<file path="config.mk">
export PLATFORM = sky130hd
export DESIGN_NAME = tt_um_ternary_mac
export DESIGN_NICKNAME = d
export VERILOG_FILES = /design/src/rtl/tt_um_ternary_mac.sv
export SDC_FILE = /design/constraint.sdc
export NUM_CORES = 1
export LEC_CHECK = 0
export CAP_MARGIN = 20
export CORE_ASPECT_RATIO = 0.8
export CORE_MARGIN = 2
export CORE_UTILIZATION = 40
export CTS_CLUSTER_SIZE = 12
export DETAILED_ROUTE_END_ITERATION = 16
export SLEW_MARGIN = 20
export SYNTH_ARGS = -nofsm -noshare
export SYNTH_HDL_FRONTEND = slang
export SYNTH_SLANG_ARGS = --single-unit
</file>
<file path="constraint.sdc">
create_clock -name clk -period 14.7 [get_ports clk]
set_clock_uncertainty 0.05 [all_clocks]
set_input_delay 2.94 -clock clk [delete_from_list [all_inputs] [get_ports clk]]
set_output_delay 2.94 -clock clk [all_outputs]
set_load 0.01 [all_outputs]
</file>
<file path="src/rtl/tt_um_ternary_mac.sv">
// Ternary-weight matrix-vector MAC: y = W*x with W snapshotted at start,
// activations streamed in one per beat, results streamed out one per beat.
module tt_um_ternary_mac #(
    parameter int MAX_IN_LEN  = 16,
    parameter int MAX_OUT_LEN = 8,
    parameter int WIDTH       = 2,
    parameter int DATA_W      = 8,
    parameter int ACC_W       = DATA_W + $clog2(MAX_IN_LEN)
) (
    input  logic                                      clk,
    input  logic                                      rst,
    input  logic                                      start,
    input  logic [WIDTH*MAX_IN_LEN*MAX_OUT_LEN-1:0]   ui_weights,
    input  logic                                      in_valid,
    output logic                                      in_ready,
    input  logic [DATA_W-1:0]                         in_data,
    output logic                                      out_valid,
    input  logic                                      out_ready,
    output logic [ACC_W-1:0]                          out_data,
    output logic [$clog2(MAX_OUT_LEN)-1:0]            out_idx,
    output logic                                      busy,
    output logic                                      done
);

    localparam int IN_CW  = $clog2(MAX_IN_LEN);
    localparam int OUT_CW = $clog2(MAX_OUT_LEN);
    localparam int ROW_W  = WIDTH * MAX_OUT_LEN;
    localparam int W_BITS = ROW_W * MAX_IN_LEN;

    typedef enum logic [1:0] {IDLE, ACCUM, DRAIN} state_t;

    state_t                    r_state;
    state_t                    w_next;
    logic [W_BITS-1:0]         r_weights;
    logic signed [ACC_W-1:0]   r_acc [MAX_OUT_LEN];
    logic [IN_CW-1:0]          r_in_cnt;
    logic [OUT_CW-1:0]         r_out_cnt;
    logic                      r_done;

    logic                      w_in_fire;
    logic                      w_out_fire;
    logic                      w_last_in;
    logic                      w_last_out;
    logic signed [ACC_W-1:0]   w_x_ext;
    logic [ROW_W-1:0]          w_row;
    logic [MAX_OUT_LEN-1:0]    w_plus;
    logic [MAX_OUT_LEN-1:0]    w_minus;

    assign w_in_fire  = (r_state == ACCUM) && in_valid;
    assign w_out_fire = (r_state == DRAIN) && out_ready;
    assign w_last_in  = (r_in_cnt == IN_CW'(MAX_IN_LEN - 1));
    assign w_last_out = (r_out_cnt == OUT_CW'(MAX_OUT_LEN - 1));
    assign w_x_ext    = {{(ACC_W-DATA_W){in_data[DATA_W-1]}}, in_data};
    assign w_row      = r_weights[int'(r_in_cnt)*ROW_W +: ROW_W];

    // 01 adds, 11 subtracts; 00 and 10 both leave the accumulator alone.
    always_comb begin
        w_plus  = '0;
        w_minus = '0;
        for (int j = 0; j < MAX_OUT_LEN; j++) begin
            w_plus[j]  = (w_row[j*WIDTH +: WIDTH] == WIDTH'(1));
            w_minus[j] = (w_row[j*WIDTH +: WIDTH] == WIDTH'(3));
        end
    end

    always_comb begin
        w_next = r_state;
        case (r_state)
            IDLE:    if (start)                    w_next = ACCUM;
            ACCUM:   if (w_in_fire && w_last_in)   w_next = DRAIN;
            DRAIN:   if (w_out_fire && w_last_out) w_next = IDLE;
            default:                               w_next = IDLE;
        endcase
    end

    always_ff @(posedge clk or posedge rst) begin
        if (rst) r_state <= IDLE;
        else     r_state <= w_next;
    end

    always_ff @(posedge clk or posedge rst) begin
        if (rst) begin
            r_weights <= '0;
            r_in_cnt  <= '0;
            r_out_cnt <= '0;
            r_done    <= 1'b0;
            for (int j = 0; j < MAX_OUT_LEN; j++) r_acc[j] <= '0;
        end else begin
            r_done <= w_out_fire && w_last_out;
            case (r_state)
                IDLE: begin
                    if (start) begin
                        r_weights <= ui_weights;
                        r_in_cnt  <= '0;
                        r_out_cnt <= '0;
                        for (int j = 0; j < MAX_OUT_LEN; j++) r_acc[j] <= '0;
                    end
                end
                ACCUM: begin
                    if (w_in_fire) begin
                        r_in_cnt <= r_in_cnt + 1'b1;
                        for (int j = 0; j < MAX_OUT_LEN; j++) begin
                            if (w_plus[j])       r_acc[j] <= r_acc[j] + w_x_ext;
                            else if (w_minus[j]) r_acc[j] <= r_acc[j] - w_x_ext;
                        end
                    end
                end
                DRAIN: begin
                    if (w_out_fire) r_out_cnt <= r_out_cnt + 1'b1;
                end
                default: ;
            endcase
        end
    end

    // Result mux reads registers only, so it holds steady under backpressure.
    assign in_ready  = (r_state == ACCUM);
    assign out_valid = (r_state == DRAIN);
    assign out_data  = out_valid ? r_acc[r_out_cnt] : '0;
    assign out_idx   = r_out_cnt;
    assign busy      = (r_state != IDLE);
    assign done      = r_done;

endmodule

</file>
==> results.txt <==
- Number of levels in the clock H-tree: 2
* Worst setup SP type: primary input
- Final hold vios: 0
* Combined area of all synthesized cells: 0.0217 mm²
* Share of the clock period used by the worst path after layout: 0.483
- The share of the Yosys chip area taken by registers is 0.418.
- The internal portion of the total power is 4370 µW.
* Cells resized by post-CTS repair: 0
- The tool flagged a number of max-cap violations equal to 0.
* Setup repair after global routing missed its margin: no
* Largest voltage drop on the vdd net: 0.000105 V
- The tightest min-delay check is of the flop to flop type.
- For this design, the slowest cell found on the critical path is clkdlybuf4s50_1.
- Routability-driven placement finished with a final weighted congestion of 0.944.
- Area share of fa/ha/maj cells after synthesis: 0.0646
- Simple logic cell fraction of the synthesized area: 0.0889
* Aggregate negative setup slack: 0 ns
- Largest net degree at the start of global routing: 173
* Clk_lat worst skew: 0.59 ns
- Of the total power, the clock network draws 0.137.
- The number of nets in the synthesized netlist is 2270.
* Number of buffers added to fix hold violations after cts: 0
* Dominant combinational cell family by area after synthesis: multiplexers
* Largest cells by area after synthesis: dfrtp_1, mux2_2, ha_1
- I/O pin count: 288
* Global-route wire length before repair: 100 mm
- Of the total power, the share spent switching nets is 0.444.
- Die outline width: 264 µm
- Derived from the worst setup path, the maximum achievable clock frequency is 0.141 GHz.
* Fill cell total of the finished layout: 4707
- Time the worst path needs with I/O delays and setup: 7.11 ns
- The signal on the critical path passes through clkdlybuf4s50_1 > inv_1 > ha_1 > nor3b_2 > nor3b_2 > a21oi_1 > buf_4 > nand2b_1 > nand2_1 > ha_1 > a21oi_1 > o21ai_0 > a21oi_1 > a21oi_1 > or4b_4 > o211ai_2.
- Fraction of final layout cells with drive strength greater than 1: 0.204
* Rel. slew slack: 0.237
* Number of search-and-repair iterations in the first detailed-routing pass: 7
* Number of antenna violations at the first check in global routing: 13
- The synthesized design contains 0 enable-type register cells.
* Site Rows: 76
- Wires add up to 66.0 mm.
* CTS root buf: clkbuf_16
* Count of pins over their slew limit: 0
- The number of placed instances, taps included, is 2808.
* Required time of the critical path: 15.14 ns
- After detailed routing, the average wire length per cell comes to 22.8 µm.
- TritonCTS built the clock tree.
- Top cells by instance count after synthesis: dfrtp_1, mux2_2, nand2_1
* Worst path arrival time: 7.54 ns
- The critical path is of the primary input to flop type.
- After synthesis the netlist holds a flip-flop and latch count of 362.
- Vias in the first global route: 16400
- Commonest register cell after synthesis: dfrtp_1
- Y dimension of the die: 212 µm
* Total via count in the routed design: 16200
- In this run the worst path has a maximum fanout of 10.
- The die covers 0.0561 mm².
- For this run, the post-layout net count is 2525.
- Worst setup EP type: flop
- Number of buffer and inverter stages on the critical path: 3
* Kind of cell adding the most delay to the critical path: simple AND/OR/NAND/NOR gates
* Post-synthesis mux area share: 0.239
- Tightest Pin Transition: 1.14 ns
- Using the TritonRoute via totals, the vias-per-cell ratio works out to 5.61.
- Detailed placement finished with a half-perimeter wire length of 49.1 mm.
* Most frequent cell on the critical path: a21oi_1
* Xor and xnor area share after synthesis: 0.0437
* Dominant cell type by area after synthesis: dfrtp_1
- Initial standard-cell utilization of the core: 0.403
* Detailed-route DRC error count: 0
* First-iteration detailed-routing DRC count: 1281
- Clock transition at the registers of the reported paths: 0.06 ns
- Power density relative to cell area: 296 mW/mm²
* Synthesized-area fraction occupied by ao, oa, aoi and oai cells: 0.111
- In this run the static leakage power is 0.0111 µW.
* Endpoints failing setup: 0
- For this run the aggregate overflow at the end of global routing stands at 0.
- The flow ran to the end, and the final reports show no timing, DRC or antenna violations.
- Floorplan core area: 0.0537 mm²
- The count of nets left with antenna violations once routing finished came out at 0.
- Share of power burned in combinational logic: 0.622
- Net switching power: 3490 µW
- The Yosys step of the flow raised 0 warnings.
- Number of I/O port buffers: 287
- In the global route stage, overall resource usage came out at 0.235.
- The clock passes through at most 3 buffers.
- Compared with the post-synthesis result, the final layout area differs by 22.5%.
* Most used standard cell by instance count after synthesis: dfrtp_1
- The tree built by TritonCTS fans out to 362 sinks.
- TritonCTS Buffers: 41
- Counting every instance in the synthesized netlist gives 1894.
* Cell Count, Final, Fillers Out: 2891
- Unique cell type count in the Yosys netlist: 84
- Area share of the leading cell type in the synthesized netlist: 0.418
- In this run the mean area of a mapped cell was 11.4 µm².
- For this run, asynchronously set or reset flops after synthesis account for 1.00.
- After clock tree synthesis, the setup repair step added 0 buffers.
- Biggest cell delay along the critical path: 0.75 ns
- Part of the total power dissipated in sequential elements: 0.241
registers in the layout, indices dropped and copies added (netlist names):
| signal | count |
|---|---|
| r_weights | 256 |
| r_in_cnt | 4 |
| done | 1 |
| r_state | 2 |
| out_idx | 3 |
| r_acc | 96 |
layer usage:
metal / vias up / track usage / share of wire
met4: 6 / 0.0815 / 0.030
met5: - / 0 / 0.00059
met1: 8227 / 0.328 / 0.46
met2: 453 / 0.363 / 0.45
li1: 7432 / - / -
met3: 101 / 0.0484 / 0.064
worst paths after layout:
kind	depth (start not counted)	to	slack [ns]	start
setup / recovery	16	r_acc[83]	7.59	in_data[0]
hold / removal	1	r_state[0]	0.43	r_state[1]
setup reg to reg	15	r_acc[83]	8.97	r_in_cnt[1]
hold reg to reg	1	r_state[0]	0.43	r_state[1]
max in group asynchronous	4	r_acc[85]	9.72	rst
min in group asynchronous	2	r_weights[203]	2.83	rst
layout by cell type, fill, tap and decap left out, types with 7 or more instances in the layout:
master,count
nand2_1,146
ha_1,99
clkbuf_1,10
a21o_1,11
nor3b_1,10
clkbuf_16,41
o21ai_0,84
mux2i_1,92
and2_1,11
nand3_1,39
buf_4,20
a22oi_1,18
diode_2,10
a21oi_1,53
fa_1,8
nand2b_1,19
nor2b_1,22
mux2_2,268
nor2_1,104
clkbuf_8,8
xor2_1,55
o211ai_1,19
xnor2_1,53
a22o_1,36
o21a_1,7
nor3_1,7
o22a_1,7
o21ai_1,8
inv_1,56
clkdlybuf4s50_1,287
mux4_2,51
dfrtp_1,360
o31ai_1,30
cell families (layout without fill, tap and decap cells):
family / after synthesis / count (layout)
buffers and inverters: 159 / 444
adders and majority gates: 107 / 107
muxes: 416 / 416
and+or+nand+nor: 402 / 402
DFF: 362 / 362
AOI/OAI and AO/OA: 340 / 340
xor gates and xnor gates: 108 / 108
other: 0 / 10
stage by stage:
step	cell area [µm²]	utilization	setup WS (ns)	power, µW	hold WS, ns
3_3_place_gp	25100	0.468	7.24	6590	0.413
5_1_grt	26500	0.494	7.31	8480	0.452
4_1_cts	26500	0.494	7.65	7850	0.425
3_5_place_dp	25100	0.468	7.08	6740	0.403
2_1_floorplan	21700	-	1.66	5530	0.379
6_report	26600	0.494	7.59	7860	0.431
power by group through the flow:
stage / Combinational, µW / Sequential, µW / Clock [µW]
2_1_floorplan: 3790 / 1730 / 0
3_3_place_gp: 4720 / 1880 / 0
3_5_place_dp: 4840 / 1900 / 0
4_1_cts: 4860 / 1890 / 1100
5_1_grt: 5380 / 1960 / 1140
6_report: 4890 / 1890 / 1080
cell type report:
cell class	instances	area, µm²	area share
Clock buffer	59	1170	0.0442
Clock inverter	14	230	0.00867
Sequential cell	362	9070	0.341
Antenna cell	10	25.0	0.000942
Tap cell	702	878	0.0331
Timing Repair Buffer	310	3070	0.116
Inverter	61	236	0.00891
Multi-Input combinational cell	1373	11900	0.447
Power figures use the tool's default switching activity.
